==> src/rtl/dram_timing_pkg.sv <==
// Shared types and default timing for the DRAM strobe generator.
package dram_timing_pkg;

  localparam int unsigned ROW_W  = 8;
  localparam int unsigned COL_W  = 8;
  localparam int unsigned ADDR_W = ROW_W + COL_W;
  localparam int unsigned DATA_W = 8;
  localparam int unsigned PH_W   = 8;

  localparam int unsigned DEF_T_RCD          = 4;
  localparam int unsigned DEF_T_CAS          = 6;
  localparam int unsigned DEF_T_RP           = 4;
  localparam int unsigned DEF_T_RAS_REF      = 6;
  localparam int unsigned DEF_REFRESH_PERIOD = 1024;

  typedef enum logic [3:0] {
    IDLE,
    ROW_SETUP,
    RAS_LOW,
    COL_SETUP,
    CAS_LOW,
    PRECHARGE,
    REF_SETUP,
    REF_RAS,
    REF_PRE
  } state_t;

  // Phase counter load value for a phase lasting 'cycles' clocks.
  function automatic logic [PH_W-1:0] phase_load(input int unsigned cycles);
    return PH_W'(cycles - 1);
  endfunction

endpackage

==> src/rtl/dram_timing_gen_refresh_timer.sv <==
// Free-running refresh period timer with single pending flag, sticky overrun and row counter.
module refresh_timer
  import dram_timing_pkg::*;
#(
  parameter int unsigned PERIOD = DEF_REFRESH_PERIOD
) (
  input  logic             clk,
  input  logic             rst_n,
  input  logic             refresh_taken,
  output logic             pending,
  output logic             overrun,
  output logic [ROW_W-1:0] row
);

  localparam int unsigned CNT_W = $clog2(PERIOD);

  logic [CNT_W-1:0] cnt;
  logic             wrap;

  assign wrap = (cnt == CNT_W'(PERIOD - 1));

  // The row advances when the refresh is taken; the FSM latches the old row on that same edge.
  always_ff @(posedge clk) begin
    if (!rst_n) begin
      cnt     <= '0;
      pending <= 1'b0;
      overrun <= 1'b0;
      row     <= '0;
    end else begin
      cnt <= wrap ? '0 : cnt + CNT_W'(1);
      if (refresh_taken) row <= row + ROW_W'(1);
      if (wrap) begin
        pending <= 1'b1;
        if (pending && !refresh_taken) overrun <= 1'b1;
      end else if (refresh_taken) begin
        pending <= 1'b0;
      end
    end
  end

endmodule

==> src/rtl/dram_timing_gen.sv <==
// Turns req/ack bus accesses into RAS/CAS/W/address strobes with periodic RAS-only refresh.
module dram_timing_gen
  import dram_timing_pkg::*;
#(
  parameter int unsigned T_RCD          = DEF_T_RCD,
  parameter int unsigned T_CAS          = DEF_T_CAS,
  parameter int unsigned T_RP           = DEF_T_RP,
  parameter int unsigned T_RAS_REF      = DEF_T_RAS_REF,
  parameter int unsigned REFRESH_PERIOD = DEF_REFRESH_PERIOD
) (
  input  logic              clk,
  input  logic              rst_n,
  input  logic              req,
  input  logic              we,
  input  logic [ADDR_W-1:0] addr,
  input  logic [DATA_W-1:0] wdata,
  output logic              ack,
  output logic [DATA_W-1:0] rdata,
  output logic              busy,
  output logic              refresh_overrun,
  output logic              dram_rasn,
  output logic              dram_casn,
  output logic              dram_wn,
  output logic [ROW_W-1:0]  dram_a,
  output logic [DATA_W-1:0] dram_d,
  input  logic [DATA_W-1:0] dram_q
);

  state_t            state;
  logic [PH_W-1:0]   phase;
  logic [COL_W-1:0]  col_l;
  logic              we_l;
  logic [DATA_W-1:0] wdata_l;
  logic [DATA_W-1:0] q_hold;
  logic              pending;
  logic [ROW_W-1:0]  ref_row;
  logic              refresh_taken_c;

  assign refresh_taken_c = (state == IDLE) && pending;

  refresh_timer #(
    .PERIOD(REFRESH_PERIOD)
  ) u_refresh_timer (
    .clk          (clk),
    .rst_n        (rst_n),
    .refresh_taken(refresh_taken_c),
    .pending      (pending),
    .overrun      (refresh_overrun),
    .row          (ref_row)
  );

  // Outputs are assigned on the edge entering the state they belong to, so they are all registered.
  always_ff @(posedge clk) begin
    if (!rst_n) begin
      state     <= IDLE;
      phase     <= '0;
      col_l     <= '0;
      we_l      <= 1'b0;
      wdata_l   <= '0;
      q_hold    <= '0;
      ack       <= 1'b0;
      rdata     <= '0;
      busy      <= 1'b0;
      dram_rasn <= 1'b1;
      dram_casn <= 1'b1;
      dram_wn   <= 1'b1;
      dram_a    <= '0;
      dram_d    <= '0;
    end else begin
      ack <= 1'b0;
      case (state)
        IDLE: begin
          if (pending) begin
            state  <= REF_SETUP;
            busy   <= 1'b1;
            dram_a <= ref_row;
          end else if (req) begin
            state   <= ROW_SETUP;
            busy    <= 1'b1;
            dram_a  <= addr[ADDR_W-1:COL_W];
            col_l   <= addr[COL_W-1:0];
            we_l    <= we;
            wdata_l <= wdata;
          end
        end
        ROW_SETUP: begin
          state     <= RAS_LOW;
          dram_rasn <= 1'b0;
          phase     <= phase_load(T_RCD);
        end
        RAS_LOW: begin
          if (phase == '0) begin
            state  <= COL_SETUP;
            dram_a <= col_l;
            if (we_l) begin
              dram_wn <= 1'b0;
              dram_d  <= wdata_l;
            end
          end else begin
            phase <= phase - PH_W'(1);
          end
        end
        COL_SETUP: begin
          state     <= CAS_LOW;
          dram_casn <= 1'b0;
          phase     <= phase_load(T_CAS);
        end
        CAS_LOW: begin
          if (phase == '0) begin
            if (!we_l) q_hold <= dram_q;
            state     <= PRECHARGE;
            dram_rasn <= 1'b1;
            dram_wn   <= 1'b1;
            phase     <= phase_load(T_RP);
          end else begin
            phase <= phase - PH_W'(1);
          end
        end
        PRECHARGE: begin
          // RASn has already risen; CASn follows one cycle later.
          if (phase == phase_load(T_RP)) dram_casn <= 1'b1;
          if (phase == '0) begin
            state <= IDLE;
            busy  <= 1'b0;
            ack   <= 1'b1;
            if (!we_l) rdata <= q_hold;
          end else begin
            phase <= phase - PH_W'(1);
          end
        end
        REF_SETUP: begin
          state     <= REF_RAS;
          dram_rasn <= 1'b0;
          phase     <= phase_load(T_RAS_REF);
        end
        REF_RAS: begin
          if (phase == '0) begin
            state     <= REF_PRE;
            dram_rasn <= 1'b1;
            phase     <= phase_load(T_RP);
          end else begin
            phase <= phase - PH_W'(1);
          end
        end
        REF_PRE: begin
          if (phase == '0) begin
            state <= IDLE;
            busy  <= 1'b0;
          end else begin
            phase <= phase - PH_W'(1);
          end
        end
        default: state <= IDLE;
      endcase
    end
  end

endmodule
==> config.mk <==
export PLATFORM = sky130hd
export DESIGN_NAME = dram_timing_gen
export DESIGN_NICKNAME = d
export VERILOG_FILES = /design/src/rtl/dram_timing_pkg.sv /design/src/rtl/dram_timing_gen_refresh_timer.sv /design/src/rtl/dram_timing_gen.sv
export SDC_FILE = /design/constraint.sdc
export NUM_CORES = 1
export LEC_CHECK = 0
export ABC_AREA = 0
export CORE_ASPECT_RATIO = 1.1
export CORE_UTILIZATION = 33
export CTS_CLUSTER_DIAMETER = 100
export DETAILED_ROUTE_END_ITERATION = 12
export PLACE_DENSITY = 0.52
export SYNTH_ARGS = -nofsm -noshare
export SYNTH_HDL_FRONTEND = slang
export SYNTH_SLANG_ARGS = --single-unit
==> constraint.sdc <==
create_clock -name clk -period 3.6 [get_ports clk]
set_input_delay 1.08 -clock clk [delete_from_list [all_inputs] [get_ports clk]]
set_output_delay 1.08 -clock clk [all_outputs]
set_load 0.02 [all_outputs]
==> metrics.txt, run 1 <==
initial antenna violation count=0; total detailed-routing wirelength=8990 um; Final Slew Violations=0; antenna cell count=0; total grt overflow=0; setup TNS=0 ns; logic gate share of total power=0.307; worst-case clock buffer depth=2; number of nets with antenna violations after routing=0; Clock Skews=0.00554 ns; Non-Filler Cell Area, Final=4930 um2; core box area=11,400 um2; total number of clock tree sinks=86; post-cts gate resize count=0; NumNets Final=532; maximum fanout encountered on the critical timing path=19; most area-consuming cells after synthesis=sky130_fd_sc_hd__dfxtp_1, sky130_fd_sc_hd__mux2i_1, sky130_fd_sc_hd__nand2_1; sequential element share of the synthesized area=0.447; post-route total power=3.00 mW; initial cell density of the core=0.338; Clock Root Buffer=sky130_fd_sc_hd__clkbuf_16; wire per inst=13.9 um; Arrival @ worst endpoint=2.79 ns; die boundary width=105 um; GRT Total Usage=0.150; Avg Cell Area, Syn=8.89 um2; run status=complete, no violations; post-CTS clock slew at the launch and capture registers of the worst setup and hold paths=0.06 ns; leakage dissipation=1.79 nW; CTS H-tree lvls=3; most area-hungry cell type in the Yosys netlist=sky130_fd_sc_hd__dfxtp_1; Die Y=115 um; CP Launch Type=flop; placed standard-cell area=4640 um2; sequential share of power=0.389; nets in the synthesized netlist=474; number of standard cells in the final layout excluding fillers=646; category of the critical setup timing path=reg2reg; weighted congestion at the end of routability-driven global placement=0.759; total via count in the routed design=3,182; Cell variety after synth=59; Cell Count Post-Placement=630; clock power share=0.304; cell with the most instances after synthesis=sky130_fd_sc_hd__dfxtp_1; final worst-path cycle share=0.698; # hold bufs at CTS=0; maximum vdd ir drop=0.236 mV; DR vias/cell=4.93; final setup violation count=0; CTS buffer count=9; Slew HR=0.486; Async SR Flop Fraction=0; endpoints failing hold=0; post-route minimum period=2.51 ns; IO Port Bufs=65; setup repair after global routing missed its margin=false; HPWL after DPL=6240 um; maximum clock frequency=398 MHz; share of final-layout standard cells stronger than drive strength 1=0.0665; power density over the cells=608 nW/um2; crit path capture type=flop; total I/O pin count=66; internal power=1.96 mW; count of TritonRoute iterations in the first routing pass=4; number of global-route vias before repair=2,957; commonest cells in the synthesized netlist=sky130_fd_sc_hd__dfxtp_1, sky130_fd_sc_hd__nand2_1, sky130_fd_sc_hd__nor2_1; DRT iter0 DRCs=64; worst hold path class=reg2reg; post-synthesis register bit count=86; clock network latency to the later pin of the worst-skew pair=0.33 ns; net switching power=1.04 mW; Post-Syn Instances=433; count of buffers added by post-CTS timing repair for setup=0; summed instance area of the synthesized netlist=3850 um2; Yosys warning count=0; Worst Tran Pin Value=0.769 ns; switch share=0.347; post-synth top area share=0.447; CTS tree=yes; # rows=41; global-route wire length before repair=14,400 um; number of enable flip-flop cells after synthesis=0; number of remaining DRC errors=0; ys flop type=sky130_fd_sc_hd__dfxtp_1; maximum number of pins on one net before global-route repair=64; Max Cap Viol=0; Die Footprint=12,100 um2; Area Overhead vs Synth=28.1%; required time of the critical path=3.88 ns
critical path, stage by stage, from the launching register on:
cell and delay, ns:
sky130_fd_sc_hd__dfxtp_1 0.82, sky130_fd_sc_hd__nor3_2 0.19, sky130_fd_sc_hd__a221oi_2 0.62, sky130_fd_sc_hd__nor2_1 0.30
sky130_fd_sc_hd__nor4b_1 0.36, sky130_fd_sc_hd__o21a_1 0.17
sequential cells by signal, indices dropped and copies added, names as in the netlist:
register                 count
u_refresh_timer.row          8
rdata                        8
dram_a                       8
col_l                        8
ack                          1
u_refresh_timer.cnt         10
phase                        8
dram_wn                      1
q_hold                       8
dram_rasn                    1
wdata_l                      8
state                        4
u_refresh_timer.pending      1
dram_d                       8
we_l                         1
dram_casn                    1
u_refresh_timer.overrun      1
busy                         1
worst paths after layout:
kind | startpoint | endpoint | slack, ns | depth (start not counted)
worst min register to register | wdata_l[5]$_SDFFE_PN0P_ | wdata_l[5]$_SDFFE_PN0P_ | 0.45 | 2
worst min-delay path | wdata_l[5]$_SDFFE_PN0P_ | wdata_l[5]$_SDFFE_PN0P_ | 0.45 | 2
worst max register to register | state[0]$_SDFFE_PN0P_ | state[2]$_SDFFE_PN0P_ | 1.09 | 5
worst max-delay path | state[0]$_SDFFE_PN0P_ | state[2]$_SDFFE_PN0P_ | 1.09 | 5
cell usage in the layout (no fill, tap or decap), drive strengths merged, types with 2 or more instances in the layout:
cell,count
a31oi,2
clkbuf,11
inv,6
xnor2,6
a2bb2oi,2
o21a,3
a22oi,2
a221oi,2
nor4b,2
o21ai,23
xor2,8
nor4,4
or3,4
buf,5
and2,3
a21o,2
ha,5
nand2,61
mux2i,40
nand3b,2
nand3,13
nor2,61
clkdlybuf4s50,65
dfxtp,86
and3,4
nor3,6
o211ai,2
a21oi,33
nand2b,2
nand4b,3
clkinv,3
nor3b,2
nand4,3
nor2b,3
area by class of cell:
| class | count | area, um2 |
|---|---|---|
| well taps | 150 | 188 |
| multi-input cells | 318 | 2000 |
| clock buffers | 11 | 233 |
| inverters | 6 | 22.5 |
| clock inverters | 5 | 60.1 |
| flip-flops and latches | 86 | 1720 |
| repair buffers | 70 | 701 |
| fillers | 1173 | 6460 |
per-stage QoR:
| stage | worst slack, ns | hold slack (ns) | utilization |
|---|---|---|---|
| finish | 1.09 | 0.452 | 0.433 |
| global route | 0.976 | 0.470 | 0.433 |
| CTS | 1.16 | 0.456 | 0.433 |
| detailed placement | 0.882 | 0.447 | 0.407 |
| global placement | 0.913 | 0.442 | 0.407 |
| floorplan | 1.63 | 0.430 | - |
kinds of logic after synthesis:
kind of cell,after synthesis,share of synthesized area
xor+xnor,14,0.0319
compound gates,82,0.132
flops,86,0.447
mux,41,0.107
simple gates,176,0.234
fa+ha+maj,5,0.0163
buf+inv,29,0.0315
power by group through the flow:
stage          registers, mW  clock network, mW  logic [mW]
6_report                1.17              0.910       0.921
4_1_cts                 1.16              0.944       0.931
2_1_floorplan           1.17                  0       0.684
3_3_place_gp            1.18                  0       0.922
3_5_place_dp            1.18                  0       0.928
5_1_grt                 1.18              0.986        1.00
per-layer routing:
layer | global-route usage | part of all wire | up-vias | wire [um]
met3 | 0.0402 | 0.041 | 11 | 370
met1 | 0.193 | 0.48 | 1495 | 4300
li1 | - | - | 1624 | -
met4 | 0.0460 | 0.011 | 0 | 97
met2 | 0.247 | 0.47 | 52 | 4220
met5 | 0 | 0 | - | 0
Note: power is estimated with default switching activity, not from simulation.
==> run 2, diff against run 1 <==
==> constraint.sdc (replaced) <==
create_clock -name clk -period 2.45 [get_ports clk]
set_input_delay 0.735 -clock clk [delete_from_list [all_inputs] [get_ports clk]]
set_output_delay 0.735 -clock clk [all_outputs]
set_load 0.02 [all_outputs]
==> run 2 against run 1 <==
Hold slack improved by 0.0026 ns. Sequential cell count did not move. Die area did not move. Largest power group unchanged. Critical path depth did not move.
==> metrics.txt, run 2 (synthesis results as in run 1) <==
run status=complete, no violations; Worst Reg2Reg Path Length in Cells=5 (unchanged); total grt overflow=0 (unchanged); count of cell instances traversed by the critical path=5 (unchanged); internal reg-to-reg setup slack=0.27 ns (-0.81 ns); CTS buffer count=9 (unchanged); capturing element of the worst setup path=state[2]$_SDFFE_PN0P_; clock power share=0.337 (+0.033); Slew HR=0.631 (+0.144); most common cell after layout, fill and taps aside=sky130_fd_sc_hd__dfxtp_1; worst-case setup slack after placement=0.278 ns (-0.604 ns); maximum fanout encountered on the critical timing path=11 (-8); largest register by flop count=u_refresh_timer.cnt; # hold bufs at CTS=0 (unchanged); share of final-layout standard cells stronger than drive strength 1=0.0923 (+0.0258); CP Launch Type=flop; crit path from=state[0]$_SDFFE_PN0P_; worst hold path class=reg2reg; NumNets Final=545 (+2.4%); required time of the critical path=2.74 ns (-1.14 ns); wire per inst=13.6 um (-2.1%); initial cell density of the core=0.338 (unchanged); max FFs per register=10 (unchanged); maximum vdd ir drop=0.399 mV (+69%); GRT Total Usage=0.157 (+0.00694); number of nets with antenna violations after routing=0 (unchanged); clock network latency to the later pin of the worst-skew pair=0.34 ns (about the same); cell family with most CP delay=simple AND/OR/NAND/NOR gates; net switching power=1.55 mW (+49%); Clock Root Buffer=sky130_fd_sc_hd__clkbuf_16; post-route total power=4.69 mW (+57%); Final Slew Violations=0 (unchanged); Worst Tran Pin Value=0.552 ns (-0.217 ns); count of buffers added by post-CTS timing repair for setup=0 (unchanged); launching point of the worst reg2reg path=state[0]$_SDFFE_PN0P_; Non-Filler Cell Area, Final=5070 um2 (+2.8%); Arrival @ worst endpoint=2.46 ns (-0.33 ns); total I/O pin count=66 (unchanged); post-CTS clock slew at the launch and capture registers of the worst setup and hold paths=0.06 ns (about the same); DRT iter0 DRCs=114 (+78%); post-cts gate resize count=0 (unchanged); crit path cell chain=nor3_2 > a221oi_2 > nor2_1 > nor4b_1 > o21a_1; total number of clock tree sinks=86 (unchanged); leakage dissipation=1.88 nW (+4.9%); Die Footprint=12,100 um2 (unchanged); number of global-route vias before repair=3,040 (+2.8%); internal power=3.14 mW (+60%); IO Port Bufs=65 (unchanged); Max Cap Viol=0 (unchanged); switch share=0.331 (-0.0161); minimum setup slack in the final design=0.274 ns (-0.814 ns); DR vias/cell=4.86 (-1.4%); commonest non-fill, non-tap cells in the layout=sky130_fd_sc_hd__dfxtp_1, sky130_fd_sc_hd__clkdlybuf4s50_1, sky130_fd_sc_hd__nand2_1; worst reg2reg endpoint=state[2]$_SDFFE_PN0P_; HPWL after DPL=6420 um (+3.0%); placed standard-cell area=4720 um2 (+1.8%); initial antenna violation count=0 (unchanged); die boundary width=105 um (unchanged); post-route minimum period=2.18 ns (-0.336 ns); maximum number of pins on one net before global-route repair=29 (-55%); worst-case clock buffer depth=2 (unchanged); crit path capture type=flop; count of TritonRoute iterations in the first routing pass=4 (unchanged); total via count in the routed design=3,201 (+0.60%); CTS tree=yes; CTS H-tree lvls=3 (unchanged); core box area=11,400 um2 (unchanged); largest stage delay on the critical path=0.63 ns (-0.19 ns); category of the critical setup timing path=reg2reg; setup repair after global routing missed its margin=false; # rows=41 (unchanged); Area Overhead vs Synth=31.7%; Clock Skews=0.00688 ns (+0.00134 ns); weighted congestion at the end of routability-driven global placement=0.823 (+8.4%); power density over the cells=926 nW/um2 (+52%); number of fill cells=1,166 (-0.60%); final setup violation count=0 (unchanged); logic gate share of total power=0.304 (-0.003); maximum clock frequency=460 MHz (+15%); antenna cell count=0 (unchanged); CP max stage cell=sky130_fd_sc_hd__dfxtp_1; endpoints failing hold=0 (unchanged); number of remaining DRC errors=0 (unchanged); combined buffer and inverter count along the critical path=0 (unchanged); final worst-path cycle share=0.888 (+0.190); setup TNS=0 ns (unchanged); sequential share of power=0.359 (-0.030); Die Y=115 um (unchanged); global-route wire length before repair=14,900 um (+3.2%); total detailed-routing wirelength=8990 um (about the same)
[run 2: cell type report]
class / instances / area, um2 / share of cell area
Multi-Input combinational cell: 318 / 2000 / 0.396
Sequential cell: 86 / 1720 / 0.340
Timing Repair Buffer: 83 / 786 / 0.155
Clock buffer: 10 / 229 / 0.0452
Tap cell: 150 / 188 / 0.0370
Clock inverter: 6 / 116 / 0.0230
Inverter: 6 / 22.5 / 0.00444
[run 2: worst reg2reg max path: stages (launching register included)]
cell                       delay, ns
sky130_fd_sc_hd__dfxtp_1        0.63
sky130_fd_sc_hd__nor3_2         0.17
sky130_fd_sc_hd__a221oi_2       0.56
sky130_fd_sc_hd__nor2_1         0.28
sky130_fd_sc_hd__nor4b_1        0.32
sky130_fd_sc_hd__o21a_1         0.16
[run 2: metal layers]
metal  vias up  routed length [um]  global-route usage
met3        14                 310              0.0397
met5         -                   0                   0
li1       1650                   -                   -
met1      1486                4250               0.196
met4         0                 155              0.0732
met2        51                4260               0.257
[run 2: how the worst min path moves through the flow]
stage | startpoint | endpoint | slack (ns) | depth (start not counted)
2_1_floorplan | u_refresh_timer.cnt[0]$_SDFF_PP0_ | u_refresh_timer.cnt[0]$_SDFF_PP0_ | 0.43 | 1
3_3_place_gp | wdata_l[6]$_SDFFE_PN0P_ | wdata_l[6]$_SDFFE_PN0P_ | 0.44 | 2
3_5_place_dp | wdata_l[7]$_SDFFE_PN0P_ | wdata_l[7]$_SDFFE_PN0P_ | 0.45 | 2
4_1_cts | wdata_l[7]$_SDFFE_PN0P_ | wdata_l[7]$_SDFFE_PN0P_ | 0.46 | 2
5_1_grt | wdata_l[3]$_SDFFE_PN0P_ | wdata_l[3]$_SDFFE_PN0P_ | 0.47 | 2
6_report | wdata_l[7]$_SDFFE_PN0P_ | wdata_l[7]$_SDFFE_PN0P_ | 0.45 | 2
[run 2: metrics by stage]
stage,utilization,hold WS (ns),cells
global placement,0.415,0.442,643
global route,0.445,0.474,659
CTS,0.445,0.457,659
finish,0.445,0.454,659
detailed placement,0.415,0.447,643
floorplan,-,0.430,433
[run 2: power by group through the flow]
stage | clock network [mW] | registers, mW | logic, mW
after floorplan | 0 | 1.71 | 1.00
after global placement | 0 | 1.71 | 1.44
after detailed placement | 0 | 1.71 | 1.45
after CTS | 1.62 | 1.69 | 1.45
after global routing | 1.68 | 1.71 | 1.58
final | 1.58 | 1.68 | 1.43
==> run 3, diff against run 2 <==
--- a/config.mk
+++ b/config.mk
@@ -6,11 +6,13 @@
 export NUM_CORES = 1
 export LEC_CHECK = 0
 export ABC_AREA = 0
+export ABC_CLOCK_PERIOD_IN_PS = 2450
 export CORE_ASPECT_RATIO = 1.1
 export CORE_UTILIZATION = 33
 export CTS_CLUSTER_DIAMETER = 100
 export DETAILED_ROUTE_END_ITERATION = 12
-export PLACE_DENSITY = 0.52
+export DONT_BUFFER_PORTS = 1
+export PLACE_DENSITY = 0.45
 export SYNTH_ARGS = -nofsm -noshare
 export SYNTH_HDL_FRONTEND = slang
 export SYNTH_SLANG_ARGS = --single-unit
==> run 3 against run 2 <==
Count of clock-buffer cells in the layout grew 3. Sequential cell count is the same. Worst setup slack gained 0.11 ns. Final cell count shrank 10%. Via count shrank 8.7%. Cell area shrank 15%. Combinational power shrank 15%. Sequential power grew 4%. Critical path depth is the same. Global-route usage shrank 0.37 points. Clock power shrank 20%. Critical endpoint unchanged. Largest cell class unchanged. Highest routed layer unchanged.
==> metrics.txt, run 3 (synthesis results as in run 1) <==
net switching power=1.51 mW (-3.0%); Clock Skews=0.00468 ns (-0.00219 ns); logic gate share of total power=0.289 (-0.015); HPWL after DPL=6180 um (-3.7%); placed standard-cell area=4040 um2 (-14%); share of final-layout standard cells stronger than drive strength 1=0.0932 (+0.000844); commonest non-fill, non-tap cells in the layout=sky130_fd_sc_hd__dfxtp_1, sky130_fd_sc_hd__nand2_1, sky130_fd_sc_hd__nor2_1; Clock Root Buffer=sky130_fd_sc_hd__clkbuf_16; clock power share=0.299 (-0.038); Final Slew Violations=0 (unchanged); hold path depth=2 (unchanged); CTS H-tree lvls=3 (unchanged); CTS buffer count=9 (unchanged); maximum clock frequency=485 MHz (+5.5%); Area Overhead vs Synth=12.1%; switch share=0.357 (+0.0256); most common cell after layout, fill and taps aside=sky130_fd_sc_hd__dfxtp_1; maximum number of pins on one net before global-route repair=40 (+38%); Non-Filler Cell Area, Final=4310 um2 (-15%); required time of the critical path=2.74 ns (about the same); total number of clock tree sinks=86 (unchanged); total I/O pin count=66 (unchanged); count of buffers added by post-CTS timing repair for setup=0 (unchanged); Max Cap Viol=0 (unchanged); number of global-route vias before repair=2,839 (-6.6%); NumNets Final=476 (-13%); Worst Reg2Reg Path Length in Cells=5 (unchanged); Worst Tran Pin Value=0.528 ns (-0.0245 ns); total grt overflow=0 (unchanged); IO Port Bufs=0 (-100%); internal reg-to-reg setup slack=0.39 ns (+0.11 ns); run status=complete, no violations; number of nets with antenna violations after routing=0 (unchanged); clock network latency to the later pin of the worst-skew pair=0.34 ns (about the same); leakage dissipation=1.57 nW (-16%); Arrival @ worst endpoint=2.35 ns (-0.11 ns); final setup violation count=0 (unchanged); Cell Count Post-Placement=574 (-11%); CP Launch Type=flop; sequential share of power=0.412 (+0.053); weighted congestion at the end of routability-driven global placement=0.758 (-7.9%); antenna cell count=0 (unchanged); count of TritonRoute iterations in the first routing pass=4 (unchanged); post-route total power=4.23 mW (-9.9%); # hold bufs at CTS=0 (unchanged); max FFs per register=10 (unchanged); die boundary width=105 um (unchanged); launching point of the worst reg2reg path=state[0]$_SDFFE_PN0P_; DRT iter0 DRCs=141 (+24%); WHS Endpoint=wdata_l[3]$_SDFFE_PN0P_; category of the critical setup timing path=reg2reg; maximum fanout encountered on the critical timing path=11 (unchanged); CTS tree=yes; setup TNS=0 ns (unchanged); crit path capture type=flop; wire per inst=15.0 um (+10%); number of standard cells in the final layout excluding fillers=590 (-10%); initial antenna violation count=0 (unchanged); # rows=41 (unchanged); largest register by flop count=u_refresh_timer.cnt; post-CTS clock slew at the launch and capture registers of the worst setup and hold paths=0.06 ns (about the same); worst reg2reg endpoint=state[2]$_SDFFE_PN0P_; final worst-path cycle share=0.842 (-0.0460); total via count in the routed design=2,921 (-8.7%); Finished Core Util=0.379 (-0.0664); initial cell density of the core=0.338 (unchanged); DR vias/cell=4.95 (+1.9%); power density over the cells=980 nW/um2 (+5.9%); core box area=11,400 um2 (unchanged); post-cts gate resize count=0 (unchanged); number of remaining DRC errors=0 (unchanged); endpoints failing hold=0 (unchanged); worst hold path class=reg2reg; post-route minimum period=2.06 ns (-0.113 ns); global-route wire length before repair=14,400 um (-3.3%); worst-case clock buffer depth=2 (unchanged); Slew HR=0.648 (+0.0177); hold path startpoint=wdata_l[3]$_SDFFE_PN0P_; setup repair after global routing missed its margin=false; maximum vdd ir drop=0.426 mV (+6.8%); GRT Total Usage=0.154 (-0.00367); number of fill cells=1,206 (+3.4%); internal power=2.72 mW (-13%); Die Footprint=12,100 um2 (unchanged); Die Y=115 um (unchanged); total detailed-routing wirelength=8870 um (-1.3%)
[run 3: cell count changes in the layout (fill, tap and decap cells not counted), moves of 2 or more]
| cell | delta |
|---|---|
| sky130_fd_sc_hd__buf_4 | -4 |
| sky130_fd_sc_hd__clkdlybuf4s50_1 | -65 |
| sky130_fd_sc_hd__clkinvlp_4 | +2 |
| sky130_fd_sc_hd__inv_6 | -2 |
| sky130_fd_sc_hd__bufinv_16 | -3 |
| sky130_fd_sc_hd__clkbuf_1 | +2 |
[run 3: cell type report]
class,instances,area (um2),area share
clock buffer,13,250,0.0580
clock inverter,3,20.0,0.00464
inverter,6,22.5,0.00522
multi-input combinational,318,2000,0.465
sequential,86,1720,0.399
tap,150,188,0.0435
timing repair buffer,14,105,0.0244
[run 3: through the flow]
step | setup slack [ns] | hold slack, ns
floorplan | 0.667 | 0.430
global route | 0.145 | 0.467
CTS | 0.402 | 0.456
detailed placement | 0.424 | 0.447
finish | 0.386 | 0.452
global placement | 0.479 | 0.443
[run 3: worst max path at each step]
stage               slack, ns                      to             startpoint
floorplan                0.67  dram_a[0]$_SDFFE_PN0P_  phase[4]$_SDFFE_PN0P_
global placement         0.48   phase[5]$_SDFFE_PN0P_  phase[0]$_SDFFE_PN0P_
detailed placement       0.42   state[2]$_SDFFE_PN0P_  state[0]$_SDFFE_PN0P_
CTS                      0.40   state[3]$_SDFFE_PN0P_  state[0]$_SDFFE_PN0P_
global route             0.15   state[2]$_SDFFE_PN0P_  state[0]$_SDFFE_PN0P_
finish                   0.39   state[2]$_SDFFE_PN0P_  state[0]$_SDFFE_PN0P_
[run 3: critical path: stages, from the launching register on]
cell	delay, ns
sky130_fd_sc_hd__dfxtp_1	0.62
sky130_fd_sc_hd__nor3_2	0.16
sky130_fd_sc_hd__a221oi_2	0.54
sky130_fd_sc_hd__nor2_1	0.24
sky130_fd_sc_hd__nor4b_1	0.29
sky130_fd_sc_hd__o21a_1	0.16
[run 3: routing by layer]
layer	routed length (um)	vias to the layer above	track usage
li1	-	1517	-
met1	4090	1338	0.189
met2	4120	55	0.248
met3	522	11	0.0522
met4	131	0	0.0629
met5	0	-	0
[run 3: power groups by stage]
stage | logic, mW | clock network, mW | registers [mW]
floorplan | 1.00 | 0 | 1.71
global placement | 1.24 | 0 | 1.77
detailed placement | 1.24 | 0 | 1.78
CTS | 1.25 | 1.31 | 1.75
global route | 1.36 | 1.36 | 1.77
finish | 1.22 | 1.26 | 1.74
